===== config.mk =====
export PLATFORM = sky130hd
export DESIGN_NAME = pipeline_mem_arbiter
export DESIGN_NICKNAME = d
export VERILOG_FILES = /design/src/rtl/pipeline_mem_arbiter_pkg.sv /design/src/rtl/pipeline_mem_arbiter_timer.sv /design/src/rtl/pipeline_mem_arbiter.sv
export SDC_FILE = /design/constraint.sdc
export NUM_CORES = 1
export LEC_CHECK = 0
export ABC_AREA = 1
export CAP_MARGIN = 30
export CELL_PAD_IN_SITES_DETAIL_PLACEMENT = 1
export CELL_PAD_IN_SITES_GLOBAL_PLACEMENT = 2
export CORE_MARGIN = 2
export CORE_UTILIZATION = 19
export DETAILED_ROUTE_END_ITERATION = 8
export PLACE_DENSITY = 0.83
export SYNTH_ARGS = -nofsm -noshare
export SYNTH_HDL_FRONTEND = slang
export SYNTH_SLANG_ARGS = --single-unit

===== constraint.sdc =====
create_clock -name i_clk -period 2.3 [get_ports i_clk]
set_input_delay 0.46 -clock i_clk [delete_from_list [all_inputs] [get_ports i_clk]]
set_output_delay 0.46 -clock i_clk [all_outputs]
set_load 0.03 [all_outputs]

===== src/rtl/pipeline_mem_arbiter_pkg.sv =====
// Shared encodings for the IF/MEM unified-memory arbiter and its latency timer.
package arb_defs;
  localparam int LATENCY_W = 4;

  typedef enum logic [1:0] {
    IDLE  = 2'd0,
    ISSUE = 2'd1,
    WAIT  = 2'd2,
    RESP  = 2'd3
  } state_t;

  typedef enum logic [1:0] {
    GNT_NONE = 2'd0,
    GNT_I    = 2'd1,
    GNT_D    = 2'd2
  } grant_t;
endpackage


===== src/rtl/pipeline_mem_arbiter_timer.sv =====
// Memory latency down-counter: loads LATENCY-1 on start, done while the count is zero.
module mem_latency_timer
  import arb_defs::*;
#(
  parameter int LATENCY = 2
) (
  input  logic i_clk,
  input  logic i_reset,
  input  logic i_start,
  output logic o_done
);
  logic [LATENCY_W-1:0] r_cnt;

  always_ff @(posedge i_clk) begin
    if (i_reset)
      r_cnt <= '0;
    else if (i_start)
      r_cnt <= LATENCY_W'(LATENCY - 1);
    else if (r_cnt != '0)
      r_cnt <= r_cnt - LATENCY_W'(1);
  end

  assign o_done = (r_cnt == '0);
endmodule


===== src/rtl/pipeline_mem_arbiter.sv =====
// Single-port memory arbiter between instruction fetch and data access, data-first
// with a bounded deferral count that forces fetch through.
//   state | meaning
//   IDLE  | no access in flight, arbitrate every cycle
//   ISSUE | one-cycle strobe of the grantee's access
//   WAIT  | memory latency, capture read data on the last cycle
//   RESP  | ack the grantee, re-arbitrate with the grantee masked
module pipeline_mem_arbiter
  import arb_defs::*;
#(
  parameter int ADDR_W    = 64,
  parameter int DATA_W    = 64,
  parameter int LATENCY   = 2,
  parameter int MAX_DEFER = 3
) (
  input  logic              i_clk,
  input  logic              i_reset,
  input  logic              i_if_req,
  input  logic [ADDR_W-1:0] i_if_addr,
  output logic              o_if_ack,
  output logic [31:0]       o_if_rdata,
  output logic              o_if_stall,
  input  logic              i_d_req,
  input  logic              i_d_we,
  input  logic [ADDR_W-1:0] i_d_addr,
  input  logic [DATA_W-1:0] i_d_wdata,
  output logic              o_d_ack,
  output logic [DATA_W-1:0] o_d_rdata,
  output logic              o_d_stall,
  output logic              o_mem_re,
  output logic              o_mem_we,
  output logic [ADDR_W-1:0] o_mem_addr,
  output logic [DATA_W-1:0] o_mem_wdata,
  input  logic [DATA_W-1:0] i_mem_rdata
);
  localparam int DEFER_W = $clog2(MAX_DEFER + 1);

  state_t              r_state, w_next_state;
  grant_t              r_grant, w_win;
  logic [DEFER_W-1:0]  r_defer;
  logic                r_store;
  logic                w_arb, w_i_cand, w_d_cand, w_done;
  logic                w_iss_re, w_iss_we, w_cap_i, w_cap_d;
  logic                r_if_ack, r_d_ack, r_mem_re, r_mem_we;
  logic [31:0]         r_if_rdata;
  logic [DATA_W-1:0]   r_d_rdata, r_mem_wdata;
  logic [ADDR_W-1:0]   r_mem_addr;

  mem_latency_timer #(.LATENCY(LATENCY)) u_timer (
    .i_clk   (i_clk),
    .i_reset (i_reset),
    .i_start (r_state == ISSUE),
    .o_done  (w_done)
  );

  always_ff @(posedge i_clk) begin
    if (i_reset) r_state <= IDLE;
    else         r_state <= w_next_state;
  end

  // The grantee still holds its request during RESP, so it is masked there.
  always_comb begin
    w_arb    = (r_state == IDLE) || (r_state == RESP);
    w_i_cand = i_if_req && !((r_state == RESP) && (r_grant == GNT_I));
    w_d_cand = i_d_req  && !((r_state == RESP) && (r_grant == GNT_D));
    w_win    = GNT_NONE;
    if (w_arb) begin
      if (w_i_cand && (!w_d_cand || r_defer == DEFER_W'(MAX_DEFER)))
        w_win = GNT_I;
      else if (w_d_cand)
        w_win = GNT_D;
    end
    w_next_state = r_state;
    case (r_state)
      IDLE, RESP: w_next_state = (w_win != GNT_NONE) ? ISSUE : IDLE;
      ISSUE:      w_next_state = WAIT;
      WAIT:       w_next_state = w_done ? RESP : WAIT;
      default:    w_next_state = IDLE;
    endcase
  end

  always_comb begin
    w_iss_re = (w_win == GNT_I) || ((w_win == GNT_D) && !i_d_we);
    w_iss_we = (w_win == GNT_D) && i_d_we;
    w_cap_i  = (r_state == WAIT) && w_done && (r_grant == GNT_I);
    w_cap_d  = (r_state == WAIT) && w_done && (r_grant == GNT_D);
  end

  always_ff @(posedge i_clk) begin
    if (i_reset) begin
      r_grant     <= GNT_NONE;
      r_defer     <= '0;
      r_store     <= 1'b0;
      r_if_ack    <= 1'b0;
      r_d_ack     <= 1'b0;
      r_mem_re    <= 1'b0;
      r_mem_we    <= 1'b0;
      r_mem_addr  <= '0;
      r_mem_wdata <= '0;
      r_if_rdata  <= '0;
      r_d_rdata   <= '0;
    end else begin
      if (w_arb) begin
        r_grant <= w_win;
        if (w_win == GNT_I)
          r_defer <= '0;
        else if (w_i_cand && r_defer != DEFER_W'(MAX_DEFER))
          r_defer <= r_defer + DEFER_W'(1);
      end
      r_mem_re <= w_iss_re;
      r_mem_we <= w_iss_we;
      if (w_win == GNT_I) begin
        r_mem_addr <= i_if_addr;
      end else if (w_win == GNT_D) begin
        r_mem_addr  <= i_d_addr;
        r_mem_wdata <= i_d_wdata;
        r_store     <= i_d_we;
      end
      r_if_ack <= w_cap_i;
      r_d_ack  <= w_cap_d;
      if (w_cap_i) r_if_rdata <= i_mem_rdata[31:0];
      if (w_cap_d && !r_store) r_d_rdata <= i_mem_rdata;
    end
  end

  assign o_if_ack    = r_if_ack;
  assign o_d_ack     = r_d_ack;
  assign o_if_rdata  = r_if_rdata;
  assign o_d_rdata   = r_d_rdata;
  assign o_mem_re    = r_mem_re;
  assign o_mem_we    = r_mem_we;
  assign o_mem_addr  = r_mem_addr;
  assign o_mem_wdata = r_mem_wdata;
  assign o_if_stall  = i_if_req & ~r_if_ack;
  assign o_d_stall   = i_d_req & ~r_d_ack;
endmodule


==> results.txt <==
# fillers = 6063
Worst setup EP type = flop
die height = 231 um
register area share after synthesis = 49.1%
final core utilization = 33.1%
R2R depth = 11
WP data required = 2.76 ns
total core area = 0.0510 sq mm
first-pass GRT wire length = 62400 um
setup slack after layout = 0.156 ns
clk slew on worst S/H paths = 0.06 ns
Cell Rows = 83
Buf+Inv Stages, Crit Path = 6
Post-DRT Antenna Nets = 0
initial antenna violation count = 3
clk sinks = 239
Worst Path Arrival = 2.60 ns
pre-CTS WS = -0.341 ns
Setup Skew = 0.0102 ns
Fmax = 0.466 GHz
Total GRT Usage = 14.6%
critical path peak fanout = 15
Starting Density = 19.1%
Slew Viols, Final = 0
startpoint class of the critical path = flop
P per Cell Area = 1140 mW/mm^2
final net count = 2048
total power draw = 19300 uW
Routed WL = 41300 um
Synth cell types = 23
status = complete, no violations
worst r2r src = r_state[1]
Worst path max stage delay = 0.33 ns
Slew headroom = 52.3%
slowest stage cell, crit path = dfxtp_2
Fin Hold WS = 0.460 ns
min cycle time layout = 2.14 ns
largest net degree at the start of global routing = 76
IR drop worst, VDD = 0.552 mV
commonest non-fill, non-tap cell in the layout = clkdlybuf4s50_1
final hold viol count = 0
Reg2Reg Setup Slack = 0.16 ns
Final HPWL DP = 29500 um
DR DRC count = 0
Worst R2R End = o_mem_addr[27]
min-delay src = i_d_we
Final GP Congestion = 0.773
Mapped Area = 0.00975 sq mm
crit path cell chain = buf_4 > ha_1 > inv_2 > nor2_2 > nand2_2 > ha_4 > buf_6 > buf_4 > clkbuf_16 > o211ai_1 > inv_1
CP top delay family = buffers and inverters
Yosys top cell by area = dfxtp_1
Worst Hold Class = primary input to flop
synth-to-layout area growth = 73.0%
Syn Nets = 1569
Yosys reg bits = 239
Vias/cell = 4.25
ranking of synthesized cells by area = dfxtp_1, nor2_1, nand2_1, o21ai_0, nand3b_1
H-tree levels = 1
IO Count = 491
share of cells above drive strength 1 = 7.23%
vias in the first global route = 11100
static leakage = 0.00688 uW
DR iter-0 viols = 400
Mapped Avg Cell Area = 7.51 sq um
Clock Tree Buf Depth = 3
Worst Tran Pin Value = 0.715 ns
CTS tree = yes
Num CTS Buffers = 30
Hold Path Stages = 3
clock latency on the worst-skew pair = 0.56 ns
worst setup path category = flop to flop
Placement Cell Area = 0.0157 sq mm
die area = 0.0532 sq mm
WL/cell = 16.7 um
most frequent cells in the layout = clkdlybuf4s50_1, nor2_1, dfxtp_1, nand2_1, o21ai_0
most used cell, CP = buf_4
fin crit share = 93.2%
Synth top area share = 49.1%
Hold Buf Count CTS = 0
# setup viols final = 0
die width = 231 um
grt total ovfl = 0
total of max-cap violations = 0
PortBufs = 490
clock tree root buffer cell = clkbuf_16
Pre-antenna DRT Iters = 4
DR vias = 10500
design area = 0.0169 sq mm
Syn Inst Count = 1298
Worst Hold End = o_mem_we
synth warn = 0
-- how the worst max path moves through the flow --
stage                     from               to  slack, ns  cells past startpoint
floorplan           r_state[0]   o_mem_addr[54]       0.04                     11
global placement       i_d_req  o_mem_wdata[42]      -0.28                     13
detailed placement     i_d_req  o_mem_wdata[41]      -0.34                     12
CTS                 r_state[0]  o_mem_wdata[27]      0.002                     14
global route        r_grant[1]   o_mem_addr[52]      -0.02                     15
finish              r_state[1]   o_mem_addr[27]       0.16                     11
-- Yosys cell counts --
cell type,number
inv_2,6
nand4_1,1
o211ai_1,64
nand2_1,211
o21bai_1,1
clkbuf_4,1
clkbuf_1,53
ha_1,10
nand4_2,1
nand3_2,2
a21oi_1,72
nor2_2,1
buf_2,28
xnor2_1,1
nor2_1,270
nand3_1,71
inv_1,82
nor3_1,2
buf_1,7
buf_4,13
nand3b_1,64
o21ai_0,98
dfxtp_1,239
-- stage by stage --
stage,setup TNS [ns],std cells
3_3_place_gp,-28.77,2418
5_1_grt,-0.0528,2481
3_5_place_dp,-37.49,2418
2_1_floorplan,0,1298
6_report,0,2481
4_1_cts,0,2472
-- registers in the layout, indices dropped and copies added (netlist names) --
name and cells:
o_d_ack 1, o_d_rdata 64, o_if_ack 1, o_if_rdata 32
o_mem_addr 64, o_mem_re 1, o_mem_wdata 64, o_mem_we 1
r_defer 2, r_grant 2, r_state 2, r_store 1
u_timer.r_cnt 4
-- per-layer routing --
metal | routed length, um | global-route usage [%] | up-vias
li1 | - | - | 5164
met1 | 17300 | 17.2 | 5033
met2 | 20200 | 26.0 | 300
met3 | 2990 | 4.47 | 49
met4 | 815 | 3.35 | 2
met5 | 13 | 0 | -
-- cells by family after synthesis --
logic type / after synthesis / share of synthesized area [%]
flops: 239 / 49.1
buf+inv: 190 / 8.21
compound gates: 235 / 13.7
xor+xnor: 1 / 0.0898
simple gates: 623 / 27.6
fa+ha+maj: 10 / 1.28
-- power by group --
| group | switching [uW] | leakage (uW) | total (uW) | internal, uW |
|---|---|---|---|---|
| Combinational | 5080 | 0.00445 | 8680 | 3600 |
| Sequential | 599 | 0.00196 | 5810 | 5210 |
| Clock | 1880 | 0.000475 | 4780 | 2900 |
-- timing repair --
action                                  in CTS  in global routing
resized for setup                            0                 19
buffers inserted                             0                  4
endpoints found under the setup margin       0                132
-- area by class of cell --
cell class / count / area, sq um / area share (%)
repair buffers: 549 / 5680 / 33.6
flip-flops and latches: 239 / 4790 / 28.4
multi-input cells: 869 / 4240 / 25.1
clock buffers: 48 / 870 / 5.15
well taps: 680 / 851 / 5.04
inverters: 88 / 337 / 1.99
clock inverters: 6 / 109 / 0.645
diodes: 2 / 5.00 / 0.0297
-- worst reg2reg max path: cells and delay by family (launching register included) --
kind                     cells  cell delay (ns)
AO/OA/AOI/OAI                1             0.19
adder cells (fa/ha/maj)      2             0.56
buffers and inverters        6             0.70
flip-flops                   1             0.33
AND/OR/NAND/NOR              2             0.23
Power figures use the tool's default switching activity.
==> variant, RTL diff (same settings) <==
Change the parameter `ADDR_W` from 64 to 96.
--- a/src/rtl/pipeline_mem_arbiter.sv
+++ b/src/rtl/pipeline_mem_arbiter.sv
@@ -8,7 +8,7 @@
 module pipeline_mem_arbiter
   import arb_defs::*;
 #(
-  parameter int ADDR_W    = 64,
+  parameter int ADDR_W    = 96,
   parameter int DATA_W    = 64,
   parameter int LATENCY   = 2,
   parameter int MAX_DEFER = 3
Interface: changed (resized i_d_addr, i_if_addr and o_mem_addr); port bits go from 491 to 587. No check against the original RTL was run, so the function may have changed too.
==> variant against the unedited design <==
Synthesized area increased by 15%; final area is 19% higher; total power up 27%; via count up 19%; sequential share of layout area is 1.3 points lower; die area up 15%; sequential cell count is 32 higher; routed wire length rose by 27%; synthesized cell count grew 16%; clock skew rose by 0.021 ns; setup slack worse by 0.058 ns; worst hold slack lost 0.0032 ns; final cell count up 16%; critical endpoint is now o_mem_addr[57]$_SDFFE_PP0P_.
==> variant: results (changes against the unedited design) <==
WL met1=20.6 mm (was 17.3 mm); fillers=6,947 (was 6,063); placed cells=2,798 (was 2,418); Post-CTS Setup Bufs=0 (unchanged); layout cells sized above 1=7.96% (was 7.23%); vias per cell=4.35 (was 4.25); Comb group=11,900 uW (was 8680 uW); met1 Track Usage GR=16.3% (was 17.2%); Synth Area in Adders=1.12% (was 1.28%); DR iter-0 viols=351 (was 400); top cells by count, synth=nand2_1 (273), dfxtp_1 (271), nor2_1 (270) (was nor2_1 (270), dfxtp_1 (239), nand2_1 (211)); Syn Inst Count=1,506 (was 1,298); Synth warnings=0 (unchanged); CP top delay family=buffers and inverters (unchanged); crit path max fanout=7 (was 15); HPWL Detailed=36.1 mm (was 29.5 mm); top cells by area, synth=dfxtp_1 (48%), nand2_1 (9.1%), nor2_1 (9.0%) (was dfxtp_1 (49%), nor2_1 (10%), nand2_1 (8.1%)); initial antenna violation count=7 (was 3); Clk. pwr=5690 uW (was 4780 uW); Synth Area in Compound Gates=14.1% (was 13.7%); Root Driver=clkbuf_16 (unchanged); leakage power=0.00833 uW (was 0.00688 uW); CTS Buf Count=35 (was 30); htree depth=2 (was 1); GRT Overall Usage=15.0% (was 14.6%); drt wl/cell=18.2 um (was 16.7 um); Post-synth ARST share=0% (unchanged); slowest stage cell, crit path=dfxtp_4 (was dfxtp_2); status=completed (unchanged); GR peak layer=met2 (unchanged); max incr delay on CP=0.37 ns (was 0.33 ns); met3 wire length=4.16 mm (was 2.99 mm); NetSw=9940 uW (was 7560 uW); detailed route wirelength on metal2=26.0 mm (was 20.2 mm); post-CTS sizing=2 (was 0); # port buffers=586 (was 490); Worst Skew=0.0315 ns (was 0.0102 ns); layout net count=2,419 (was 2,048); Post-Syn Nets=1,841 (was 1,569); Post-Synth XOR/XNOR Area=0.0781% (was 0.0898%); Global Route met2 Usage=26.7% (was 26.0%); Worst IR Drop VDD=570 uV (was 552 uV); pin count of the biggest net entering global routing=107 (was 76); Seq/Total Area, Yosys=48.4% (was 49.1%); first-pass GRT wire length=71.8 mm (was 62.4 mm); area post-placement=0.0182 mm2 (was 0.0157 mm2); Slew headroom=67.8% (was 52.3%); endpoint arrival time on the critical path=2.65 ns (was 2.60 ns); met3 Track Usage GR=4.99% (was 4.47%); vias in the first global route=12.8k (was 11.1k); final wirelength=52.5 mm (was 41.3 mm); combinational power share=48.8% (was 45.0%); Final Wtd Congestion=0.815 (was 0.773); dpl ws=-0.368 ns (was -0.341 ns)
## variant: changes by cell type after synthesis, moves of 6 or more
cell,unedited run,this run
o211ai_1,64,96
inv_1,82,113
nand3_1,71,103
buf_2,28,41
nand2_1,211,273
dfxtp_1,239,271
clkbuf_1,53,59
## variant: final timing paths
check	startpoint	end	slack (ns)	cells past startpoint
hold reg to reg	o_mem_addr[62]$_SDFFE_PP0P_	o_mem_addr[62]$_SDFFE_PP0P_	0.48	2
setup / recovery	r_state[0]$_SDFF_PP0_	o_mem_addr[57]$_SDFFE_PP0P_	0.1	11
hold / removal	i_d_we	o_mem_we$_SDFF_PP0_	0.46	3
setup reg to reg	r_state[0]$_SDFF_PP0_	o_mem_addr[57]$_SDFFE_PP0P_	0.1	11
## variant: layout make-up
type	instances	area, um2	share of cell area (%)
diodes	4	10.0	0.0499
clock buffers	50	972	4.84
clock inverters	13	209	1.04
inverters	120	464	2.31
multi-input cells	996	4950	24.7
flip-flops and latches	271	5430	27.1
well taps	773	967	4.82
repair buffers	660	7060	35.2
